**config.mk**
```make
export PLATFORM = sky130hd
export DESIGN_NAME = fifo_ctrl
export DESIGN_NICKNAME = d
export VERILOG_FILES = /design/src/rtl/fifo_ctrl_pkg.sv /design/src/rtl/fifo_ptr.sv /design/src/rtl/fifo_ctrl.sv
export SDC_FILE = /design/constraint.sdc
export NUM_CORES = 1
export LEC_CHECK = 0
export ABC_AREA = 0
export BUFFER_PORTS_ARGS = -buffer_cell sky130_fd_sc_hd__buf_2
export CAP_MARGIN = 25
export CORE_MARGIN = 2
export CORE_UTILIZATION = 43
export CTS_CLUSTER_DIAMETER = 150
export CTS_CLUSTER_SIZE = 40
export DETAILED_ROUTE_END_ITERATION = 7
export GPL_TIMING_DRIVEN = 0
export PLACE_DENSITY = 0.78
export SYNTH_ARGS = -nofsm -noshare
export SYNTH_HDL_FRONTEND = slang
export SYNTH_SLANG_ARGS = --single-unit
```
**constraint.sdc**
```tcl
create_clock -name clk -period 2.26 [get_ports clk]
set_input_delay 0.226 -clock clk [delete_from_list [all_inputs] [get_ports clk]]
set_output_delay 0.226 -clock clk [all_outputs]
set_load 0.02 [all_outputs]
```
**src/rtl/fifo_ctrl_pkg.sv**
```systemverilog
// Shared constants and status-state encoding for the 8-entry FIFO controller.
// FIFO_SIMUL_RW_EN adds the RW state used when a read and a write are both accepted.
package fifo_ctrl_pkg;

   localparam int unsigned FIFO_AW    = 3;
   localparam int unsigned FIFO_DEPTH = 1 << FIFO_AW;

   typedef enum logic [2:0] {
      INIT,
      NO_OP,
      WRITE,
      WR_ERR,
      READ,
      RD_ERR
`ifdef FIFO_SIMUL_RW_EN
      , RW
`endif
   } fifo_state_e;

endpackage : fifo_ctrl_pkg

```
**src/rtl/fifo_ptr.sv**
```systemverilog
// AW-bit wrapping pointer with synchronous active-high reset and increment enable.
module fifo_ptr
   import fifo_ctrl_pkg::*;
#(
   parameter int unsigned AW = FIFO_AW
) (
   input  logic          clk,
   input  logic          reset,
   input  logic          inc_i,
   output logic [AW-1:0] ptr_o
);

   logic [AW-1:0] ptr_q, ptr_d;

   // Natural binary overflow gives the 7 -> 0 wrap.
   always_comb begin
      ptr_d = ptr_q;
      if (inc_i) ptr_d = ptr_q + AW'(1);
   end

   always_ff @(posedge clk) begin
      if (reset) ptr_q <= '0;
      else       ptr_q <= ptr_d;
   end

   assign ptr_o = ptr_q;

endmodule : fifo_ptr

```
**src/rtl/fifo_ctrl.sv**
```systemverilog
// Control stage for the 8-entry register-file FIFO: strobes, pointers, occupancy, status.
// Define FIFO_SIMUL_RW_EN to accept a simultaneous read and write in the same cycle.
module fifo_ctrl
   import fifo_ctrl_pkg::*;
#(
   parameter int unsigned AW = FIFO_AW
) (
   input  logic          clk,
   input  logic          reset,
   input  logic          wr_en,
   input  logic          rd_en,
   output logic          we,
   output logic [AW-1:0] wAddr,
   output logic          re,
   output logic [AW-1:0] rAddr,
   output logic [AW:0]   data_count,
   output logic          full,
   output logic          empty,
   output logic          wr_ack,
   output logic          wr_err,
   output logic          rd_ack,
   output logic          rd_err
);

   localparam int unsigned CW    = AW + 1;
   localparam int unsigned DEPTH = 1 << AW;

   fifo_state_e   state_q, state_d;
   logic [CW-1:0] count_q, count_d;
   logic          wr_ack_q, wr_err_q, rd_ack_q, rd_err_q;
   logic          wr_ack_d, wr_err_d, rd_ack_d, rd_err_d;
   logic          both;

   assign full  = (count_q == CW'(DEPTH));
   assign empty = (count_q == '0);
   assign both  = wr_en & rd_en;

   // Strobes go out in the request cycle; reset always wins.
`ifdef FIFO_SIMUL_RW_EN
   assign we = wr_en & ~full  & ~reset;
   assign re = rd_en & ~empty & ~reset;
`else
   assign we = wr_en & ~rd_en & ~full  & ~reset;
   assign re = rd_en & ~wr_en & ~empty & ~reset;
`endif

   fifo_ptr #(.AW(AW)) u_tail (
      .clk   (clk),
      .reset (reset),
      .inc_i (we),
      .ptr_o (wAddr)
   );

   fifo_ptr #(.AW(AW)) u_head (
      .clk   (clk),
      .reset (reset),
      .inc_i (re),
      .ptr_o (rAddr)
   );

   always_comb begin
      count_d = count_q;
      case ({we, re})
         2'b10:   count_d = count_q + CW'(1);
         2'b01:   count_d = count_q - CW'(1);
         default: count_d = count_q;
      endcase
   end

   // Next status state: outcome of this cycle's request, seen next cycle.
   always_comb begin
      state_d  = NO_OP;
      wr_ack_d = 1'b0;
      wr_err_d = 1'b0;
      rd_ack_d = 1'b0;
      rd_err_d = 1'b0;
      if (both) begin
`ifdef FIFO_SIMUL_RW_EN
         if (empty)     state_d = WRITE;
         else if (full) state_d = READ;
         else           state_d = RW;
`else
         state_d = NO_OP;
`endif
      end else if (wr_en) begin
         state_d = full ? WR_ERR : WRITE;
      end else if (rd_en) begin
         state_d = empty ? RD_ERR : READ;
      end
      case (state_d)
         WRITE:  wr_ack_d = 1'b1;
         WR_ERR: wr_err_d = 1'b1;
         READ:   rd_ack_d = 1'b1;
         RD_ERR: rd_err_d = 1'b1;
`ifdef FIFO_SIMUL_RW_EN
         RW: begin
            wr_ack_d = 1'b1;
            rd_ack_d = 1'b1;
         end
`endif
         default: ;
      endcase
   end

   always_ff @(posedge clk) begin
      if (reset) begin
         state_q  <= INIT;
         count_q  <= '0;
         wr_ack_q <= 1'b0;
         wr_err_q <= 1'b0;
         rd_ack_q <= 1'b0;
         rd_err_q <= 1'b0;
      end else begin
         state_q  <= state_d;
         count_q  <= count_d;
         wr_ack_q <= wr_ack_d;
         wr_err_q <= wr_err_d;
         rd_ack_q <= rd_ack_d;
         rd_err_q <= rd_err_d;
      end
   end

   assign data_count = count_q;
   assign wr_ack     = wr_ack_q;
   assign wr_err     = wr_err_q;
   assign rd_ack     = rd_ack_q;
   assign rd_err     = rd_err_q;

endmodule : fifo_ctrl
```
==> results of run 1 <==
==> cell families after synthesis <==
logic type / after synthesis / synth area share (%)
compound gates: 6 / 4.82
xor+xnor: 6 / 7.79
fa+ha+maj: 6 / 12.2
buf+inv: 7 / 3.90
flops: 14 / 41.6
mux: 2 / 2.97
simple gates: 28 / 26.7
==> cell usage in the layout (no fill, tap or decap), types with 3 or more instances in the layout <==
master    synthesis  routed
clkbuf_1          3       3
dfxtp_1          14      10
buf_2             0      20
nor2_1           13      13
xnor2_1           4       4
nor3b_1           4       4
ha_1              5       3
inv_1             4       3
clkbuf_4          0       3
a21oi_1           5       4
==> report_power, final <==
| group | total, W | internal [W] | switching, W | leakage [nW] |
|---|---|---|---|---|
| combinational | 0.0000755 | 0.0000298 | 0.0000456 | 0.250 |
| sequential | 0.000262 | 0.000253 | 0.00000899 | 0.116 |
| clock | 0.000138 | 0.0000618 | 0.0000761 | 0.0138 |
| total | 0.000475 | 0.000345 | 0.000131 | 0.380 |
==> critical path, delay by kind of cell, from the launching register on <==
family,cells,cell delay (ns)
AO/OA/AOI/OAI,1,0.13
adder cells (fa/ha/maj),2,0.49
flip-flops,1,0.38
AND/OR/NAND/NOR,5,1.09
==> through the flow <==
| step | power [W] | hold WS [ns] | setup WS (ns) | area (um^2) |
|---|---|---|---|---|
| 2_1_floorplan | 0.000320 | 0.509 | -0.141 | 726 |
| 3_3_place_gp | 0.000337 | 0.497 | 0.00951 | 846 |
| 3_5_place_dp | 0.000340 | 0.509 | -0.0421 | 846 |
| 4_1_cts | 0.000480 | 0.378 | 0.0445 | 883 |
| 5_1_grt | 0.000492 | 0.407 | 0.0147 | 893 |
| 6_report | 0.000475 | 0.380 | 0.107 | 893 |
==> layer usage <==
layer	track usage [%]	part of all wire, %
met5	0	0
met3	2.50	4.6
met1	19.5	42
met2	26.2	51
met4	7.27	2.5
==> state kept, by name, indices dropped and copies added, names as in the netlist <==
signal	cells
data_count	4
u_head.ptr_o	3
u_tail.ptr_o	3
rd_ack	1
rd_err	1
wr_ack	1
wr_err	1
==> cell type report <==
class                           instances  share of cell area, %
Tap cell                               16                   2.24
Inverter                                4                   1.68
Sequential cell                        14                   32.5
Timing Repair Buffer                   22                   12.9
Buffer                                  3                   1.26
Clock buffer                            3                   2.52
Multi-Input combinational cell         48                   46.9
==> repair_timing <==
item / CTS / global route
setup buffers: 2 / 0
endpoints found under the setup margin: 1 / 1
pin swaps: 2 / 1
cloned: 0 / 0
resized for setup: 0 / 2
==> path summary, 6_finish.rpt <==
| path | to | slack [ns] | cells after the start |
|---|---|---|---|
| worst min-delay path | rd_ack | 0.38 | 3 |
| worst max register to register | data_count[3] | 0.11 | 8 |
| worst min register to register | u_head.ptr_o[2] | 0.52 | 2 |
| worst max-delay path | data_count[3] | 0.11 | 8 |
==> key figures, run 1 <==
Outcome
  – Status: completed

Route
  – Post-route DRC: 0
  – Post-DRT Antenna Nets: 0
  – DR pass1 iterations: 4
  – WL/cell: 12.2 um
  – Vias per inst: 5.11
  – 1st-iter DRT viols: 4
  – Total number of vias: 562
  – Total wire length: 1340 um

Run
  – Max Cap Viol: 0

CTS
  – TritonCTS Buffers: 3
  – Clk slew on worst S/H paths: 0.08 ns
  – H-tree depth: 1
  – Hold_buf cts: 0
  – # clock sinks: 14
  – Worst-skew pair later-pin latency: 0.28 ns
  – CTS Root Buffer Type: clkbuf_4
  – Worst-case clock buffer depth: 2
  – TritonCTS clock tree: done

STA
  – Fmax achieved: 465 MHz
  – Period utilization: 95.3%
  – RSZ-0062 raised after global routing: false
  – Count of final hold-check violations: 0
  – TNS Setup: 0 ns
  – Clk_skew: 0.00223 ns
  – Post-layout min period: 2.15 ns
  – Relative slew slack: 69.9%
  – Max Slew Vio Count: 0
  – Final setup fails: 0
  – Slew @ Worst Pin: 0.452 ns

Synthesis
  – Sequential element share of the synthesized area: 41.6%
  – Most frequent cell after synthesis: dfxtp_1
  – Asr flop ratio synth: 0%
  – Top cells by count, synth: dfxtp_1, nor2_1, a21oi_1, ha_1
  – Main synth FF type: dfxtp_1
  – Post-synth EDFFs: 0
  – Post-synthesis cell type count: 19
  – Syn Std Cell Area: 674 um^2
  – Synth top area share: 41.6%
  – Cells after Synth: 69
  – Yosys top cell by area: dfxtp_1
  – Synthesized area per cell: 9.77 um^2
  – Synthesis warning total: 0
  – Syn_nets: 79
  – Top cells by area, synth: dfxtp_1, ha_1, nor2_1
  – Synthesized flop and latch total: 14

Final layout
  – Filler Cells Inserted: 144
  – Share of layout cells above drive strength 1: 40.4%
  – Core Util, Final: 60.0%
  – Area of the multi-input gates: 419 um^2
  – Synth-to-layout area growth: 32.5%
  – Final cell count without fillers: 110
  – Reg area: 290 um^2
  – Diodes inserted: 0
  – NumNets Final: 106

Die
  – Die Area: 1900 um^2
  – IO Count: 22
  – Die height: 43.6 um
  – DIE WIDTH: 43.6 um
  – Initial Utilization: 45.3%
  – Placeable Area: 1490 um^2
  – Rows: 14

Setup path
  – CP max FO: 6
  – Crit path cell chain: nor4_4 -> nor3_4 -> ha_4 -> ha_1 -> nand3_2 -> and3_1 -> or4_1 -> a21oi_1
  – Slowest-stage cell, CP: or4_1
  – Peak per-stage delay on the critical path: 0.40 ns
  – Startpoint Class: flop
  – Crit path from: data_count[1]
  – Worst flop-to-flop path startpoint: data_count[1]
  – Worst setup EP type: flop
  – Data required, critical path: 2.46 ns
  – Setup CP Type: flop to flop
  – Critical path arrival: 2.36 ns

Global route
  – Number of global-route vias before repair: 541
  – Antenna violations before repair: 0
  – Gr usage total: 15.6%
  – Global-route wire length before repair: 2240 um
  – Largest net degree at the start of global routing: 11
  – GRT overflow: 0

Min path
  – Hold Path Class: primary input to flop
  – Min-delay src: rd_en

Placed design
  – Dpl cells: 105
  – Routability Congestion: 0.799
  – I/O Buffers: 20
  – DP HPWL: 1030 um

Pwr
  – Max VDD drop: 0.358 mV
  – Power Dens Cells: 532 nW/um^2
  – P_leak: 0.380 nW
No activity file was read; power rests on OpenSTA's default activity.
==> run 2, diff against run 1 <==
--- a/config.mk
+++ b/config.mk
@@ -9,12 +9,12 @@
 export BUFFER_PORTS_ARGS = -buffer_cell sky130_fd_sc_hd__buf_2
 export CAP_MARGIN = 25
 export CORE_MARGIN = 2
-export CORE_UTILIZATION = 43
+export CORE_UTILIZATION = 35
 export CTS_CLUSTER_DIAMETER = 150
 export CTS_CLUSTER_SIZE = 40
 export DETAILED_ROUTE_END_ITERATION = 7
 export GPL_TIMING_DRIVEN = 0
-export PLACE_DENSITY = 0.78
+export PLACE_DENSITY = 0.65
 export SYNTH_ARGS = -nofsm -noshare
 export SYNTH_HDL_FRONTEND = slang
 export SYNTH_SLANG_ARGS = --single-unit
==> constraint.sdc (replaced) <==
create_clock -name clk -period 2.2 [get_ports clk]
set_input_delay 0.22 -clock clk [delete_from_list [all_inputs] [get_ports clk]]
set_output_delay 0.22 -clock clk [all_outputs]
set_load 0.02 [all_outputs]
==> key figures, run 2 (same netlist as run 1, synthesis figures left out) <==
STA
  – TNS Setup: 0 ns
  – RSZ-0062 raised after global routing: true
  – Max Slew Vio Count: 0
  – Clk_skew: 0.00203 ns
  – Final setup fails: 0
  – Period utilization: 95.9%
  – Relative slew slack: 68.0%
  – Post-layout min period: 2.11 ns
  – Count of final hold-check violations: 0
  – Fmax achieved: 474 MHz
  – Slew @ Worst Pin: 0.480 ns

Route
  – DR pass1 iterations: 4
  – Vias per inst: 4.74
  – Total number of vias: 583
  – Post-route DRC: 0
  – WL/cell: 11.3 um
  – Post-DRT Antenna Nets: 0
  – Total wire length: 1390 um
  – 1st-iter DRT viols: 8

Final layout
  – Share of layout cells above drive strength 1: 43.9%
  – NumNets Final: 109
  – Final cell count without fillers: 123
  – Diodes inserted: 0
  – Synth-to-layout area growth: 39.0%
  – Filler Cells Inserted: 190
  – Largest register FFs: 4
  – Most common cell after layout, fill and taps aside: buf_2
  – Leading cell types in the layout, fill and taps excluded: buf_2, nor2_1, dfxtp_1, buf_4

Global route
  – Number of global-route vias before repair: 456
  – Antenna violations before repair: 0
  – GRT overflow: 0
  – Global-route wire length before repair: 2000 um
  – Largest net degree at the start of global routing: 11
  – Gr usage total: 13.2%

Setup path
  – CP max FO: 4
  – Crit path cell chain: nor4_4 -> nor3_4 -> ha_4 -> ha_4 -> nand3_2 -> and3_1 -> or4_1 -> a21oi_1
  – Slowest-stage cell, CP: or4_1
  – Critical path's top delay family: simple AND/OR/NAND/NOR gates
  – Worst setup EP type: flop
  – Worst path bufs/invs: 0
  – Startpoint Class: flop
  – Data required, critical path: 2.41 ns
  – Setup CP Type: flop to flop
  – Crit path from: data_count[0]
  – Top cell by count, worst path: ha_4
  – Peak per-stage delay on the critical path: 0.39 ns
  – Worst flop-to-flop path startpoint: data_count[0]
  – Critical path arrival: 2.32 ns

CTS
  – TritonCTS Buffers: 3
  – Worst-skew pair later-pin latency: 0.28 ns
  – TritonCTS clock tree: done
  – Clk slew on worst S/H paths: 0.08 ns
  – Worst-case clock buffer depth: 2
  – H-tree depth: 1
  – CTS Root Buffer Type: clkbuf_4
  – # clock sinks: 14

Die
  – Die Area: 2290 um^2
  – Die height: 47.9 um
  – IO Count: 22
  – Initial Utilization: 38.2%
  – Placeable Area: 1760 um^2
  – DIE WIDTH: 47.9 um
  – Rows: 15

Pwr
  – Max VDD drop: 0.368 mV
  – Power Dens Cells: 542 nW/um^2
  – Overall power: 0.000508 W
  – P_leak: 0.395 nW

Placed design
  – Dpl cells: 114
  – I/O Buffers: 20
  – DP HPWL: 973 um
  – Routability Congestion: 0.688

Min path
  – Hold Path Class: primary input to flop
  – Min-delay src: wr_en

Outcome
  – Status: completed

Run
  – Max Cap Viol: 0
-- run 2: cell type report --
cell class                      count  area (um^2)  area share (%)
Multi-Input combinational cell     48          425            45.4
Sequential cell                    14          290            31.0
Timing Repair Buffer               25          138            14.7
Tap cell                           25         31.3            3.34
Clock buffer                        4         26.3            2.80
Inverter                            4         15.0            1.60
Buffer                              3         11.3            1.20
-- run 2: power by group --
group	switching (W)	internal (W)
Sequential	0.00000852	0.000260
Combinational	0.0000499	0.0000363
Clock	0.0000825	0.0000705
-- run 2: final timing paths --
kind | endpoint | slack [ns] | cells past startpoint
worst min register to register | u_head.ptr_o[2] | 0.52 | 2
worst max-delay path | data_count[3] | 0.09 | 8
worst max register to register | data_count[3] | 0.09 | 8
worst min-delay path | wr_ack | 0.35 | 3
-- run 2: worst min-delay path: stages --
cell      delay, ns
buf_2          0.10
nand2b_1       0.20
nor3_1         0.07
-- run 2: per-stage QoR --
step / worst slack, ns / instance area [um^2] / util, % / hold WS, ns
3_5_place_dp: -0.0886 / 860 / 48.7 / 0.500
3_3_place_gp: -0.0596 / 860 / 48.7 / 0.495
4_1_cts: 0.0203 / 911 / 51.6 / 0.345
5_1_grt: -0.0291 / 937 / 53.1 / 0.356
2_1_floorplan: -0.201 / 728 / - / 0.503
6_report: 0.0905 / 937 / 53.1 / 0.347
-- run 2: metal layers --
layer,track usage [%],wire length [um]
met1,16.1,594
met2,20.8,670
met3,5.66,108
met4,4.86,14
met5,0,0
-- run 2: what timing repair did --
item | 4_1_cts | 5_1_grt
hold buffers | 0 | 0
setup endpoints to repair | 1 | 1
pin swaps | 2 | 2
gates resized for setup | 1 | 2
setup buffers | 2 | 3
==> run 3, diff against run 2 <==
--- a/config.mk
+++ b/config.mk
@@ -13,7 +13,6 @@
 export CTS_CLUSTER_DIAMETER = 150
 export CTS_CLUSTER_SIZE = 40
 export DETAILED_ROUTE_END_ITERATION = 7
-export GPL_TIMING_DRIVEN = 0
 export PLACE_DENSITY = 0.65
 export SYNTH_ARGS = -nofsm -noshare
 export SYNTH_HDL_FRONTEND = slang
==> key figures, run 3 (same netlist as run 1, synthesis figures left out) <==
Pwr
  – Overall power: 0.000543 W
  – Max VDD drop: 0.316 mV
  – P_leak: 0.421 nW
  – Power Dens Cells: 558 nW/um^2

CTS
  – Clk slew on worst S/H paths: 0.09 ns
  – TritonCTS clock tree: done
  – Worst-skew pair later-pin latency: 0.28 ns
  – Hold_buf cts: 0
  – # clock sinks: 14
  – H-tree depth: 1
  – TritonCTS Buffers: 3
  – CTS Root Buffer Type: clkbuf_4
  – Worst-case clock buffer depth: 2

STA
  – Post-layout min period: 2.15 ns
  – Fmax achieved: 465 MHz
  – Relative slew slack: 80.1%
  – RSZ-0062 raised after global routing: true
  – Max Slew Vio Count: 0
  – Count of final hold-check violations: 0
  – Slew @ Worst Pin: 0.296 ns
  – Period utilization: 97.7%
  – Clk_skew: 0.00222 ns
  – Final setup fails: 0

Setup path
  – Slowest-stage cell, CP: or4_4
  – Setup CP Type: flop to flop
  – Startpoint Class: flop
  – Data required, critical path: 2.42 ns
  – Peak per-stage delay on the critical path: 0.47 ns
  – Critical path arrival: 2.37 ns
  – CP max FO: 3
  – Top cell by count, worst path: ha_4
  – Crit path cell chain: nor4_4 -> nor3_4 -> ha_4 -> ha_4 -> nand3_2 -> and3_4 -> or4_4 -> a21oi_2
  – Worst setup EP type: flop

Route
  – Total number of vias: 571
  – Post-DRT Antenna Nets: 0
  – Post-route DRC: 0
  – WL/cell: 10.7 um
  – DR pass1 iterations: 2
  – 1st-iter DRT viols: 3
  – Total wire length: 1330 um
  – Vias per inst: 4.60

Min path
  – Hold Path Class: primary input to flop

Die
  – IO Count: 22
  – Rows: 15
  – Die Area: 2290 um^2
  – DIE WIDTH: 47.9 um
  – Die height: 47.9 um
  – Initial Utilization: 38.2%
  – Placeable Area: 1760 um^2

Final layout
  – Filler Cells Inserted: 180
  – Core Util, Final: 55.1%
  – Area of the multi-input gates: 434 um^2
  – Diodes inserted: 0
  – Leading cell types in the layout, fill and taps excluded: buf_2, nor2_1, dfxtp_1, buf_4
  – Reg area: 290 um^2
  – Most common cell after layout, fill and taps aside: buf_2
  – Largest register FFs: 4
  – NumNets Final: 110
  – Share of layout cells above drive strength 1: 50.5%
  – Post-route cell area: 972 um^2
  – Synth-to-layout area growth: 44.2%

Global route
  – Largest net degree at the start of global routing: 12
  – Antenna violations before repair: 0
  – Number of global-route vias before repair: 510
  – Gr usage total: 13.0%
  – GRT overflow: 0
  – Global-route wire length before repair: 2090 um

Placed design
  – DP HPWL: 1050 um
  – Placed instance area: 891 um^2
  – Routability Congestion: 0.677
  – I/O Buffers: 21

Run
  – Max Cap Viol: 0

Outcome
  – Status: completed
run 3: changes by cell type in the layout (fill, tap and decap cells not counted), sizes merged:
cell and change:
buf +4, clkbuf -3
run 3: critical path: cells and delay by family (launching register included):
kind / cells / cell delay, ns
and+or+nand+nor: 5 / 1.14
DFF: 1 / 0.37
adders and majority gates: 2 / 0.46
AOI/OAI and AO/OA: 1 / 0.11
run 3: metal layers:
| layer | wire length, um | global-route usage (%) |
|---|---|---|
| met5 | 0 | 0 |
| met4 | 19 | 6.49 |
| met3 | 83 | 3.40 |
| met2 | 615 | 20.8 |
| met1 | 611 | 16.1 |
run 3: repair_timing:
action	4_1_cts	5_1_grt
gates resized for setup	0	5
hold endpoints to repair	0	0
endpoints found under the setup margin	0	1
buffers inserted	0	3
run 3: cell type report:
| cell class | instances | area share [%] |
|---|---|---|
| multi-input cells | 48 | 44.7 |
| flip-flops and latches | 14 | 29.9 |
| repair buffers | 29 | 17.0 |
| clock buffers | 4 | 3.73 |
| well taps | 25 | 3.22 |
| inverters | 4 | 1.54 |
run 3: where the power goes:
part           leakage [nW]  internal (W)  switching, W
combinational         0.284     0.0000378     0.0000485
clock                0.0210      0.000101     0.0000873
sequential            0.116      0.000260    0.00000849
total                 0.421      0.000399      0.000144
run 3: path summary, 6_finish.rpt:
| check | start | to | slack [ns] | depth (start not counted) |
|---|---|---|---|---|
| worst max-delay path | data_count[1] | data_count[3] | 0.05 | 8 |
| worst min-delay path | reset | data_count[1] | 0.22 | 2 |
| worst max register to register | data_count[1] | data_count[3] | 0.05 | 8 |
| worst min register to register | u_tail.ptr_o[1] | u_tail.ptr_o[1] | 0.53 | 2 |
run 3: per-stage QoR:
step           setup WS, ns  TNS [ns]  hold WS (ns)  std cells
3_5_place_dp         0.0570         0         0.507        117
4_1_cts              0.0295         0         0.217        121
5_1_grt             -0.0221   -0.0221         0.226        124
6_report             0.0500         0         0.219        124
2_1_floorplan        -0.201    -0.264         0.503         69
3_3_place_gp         0.0655         0         0.495        117
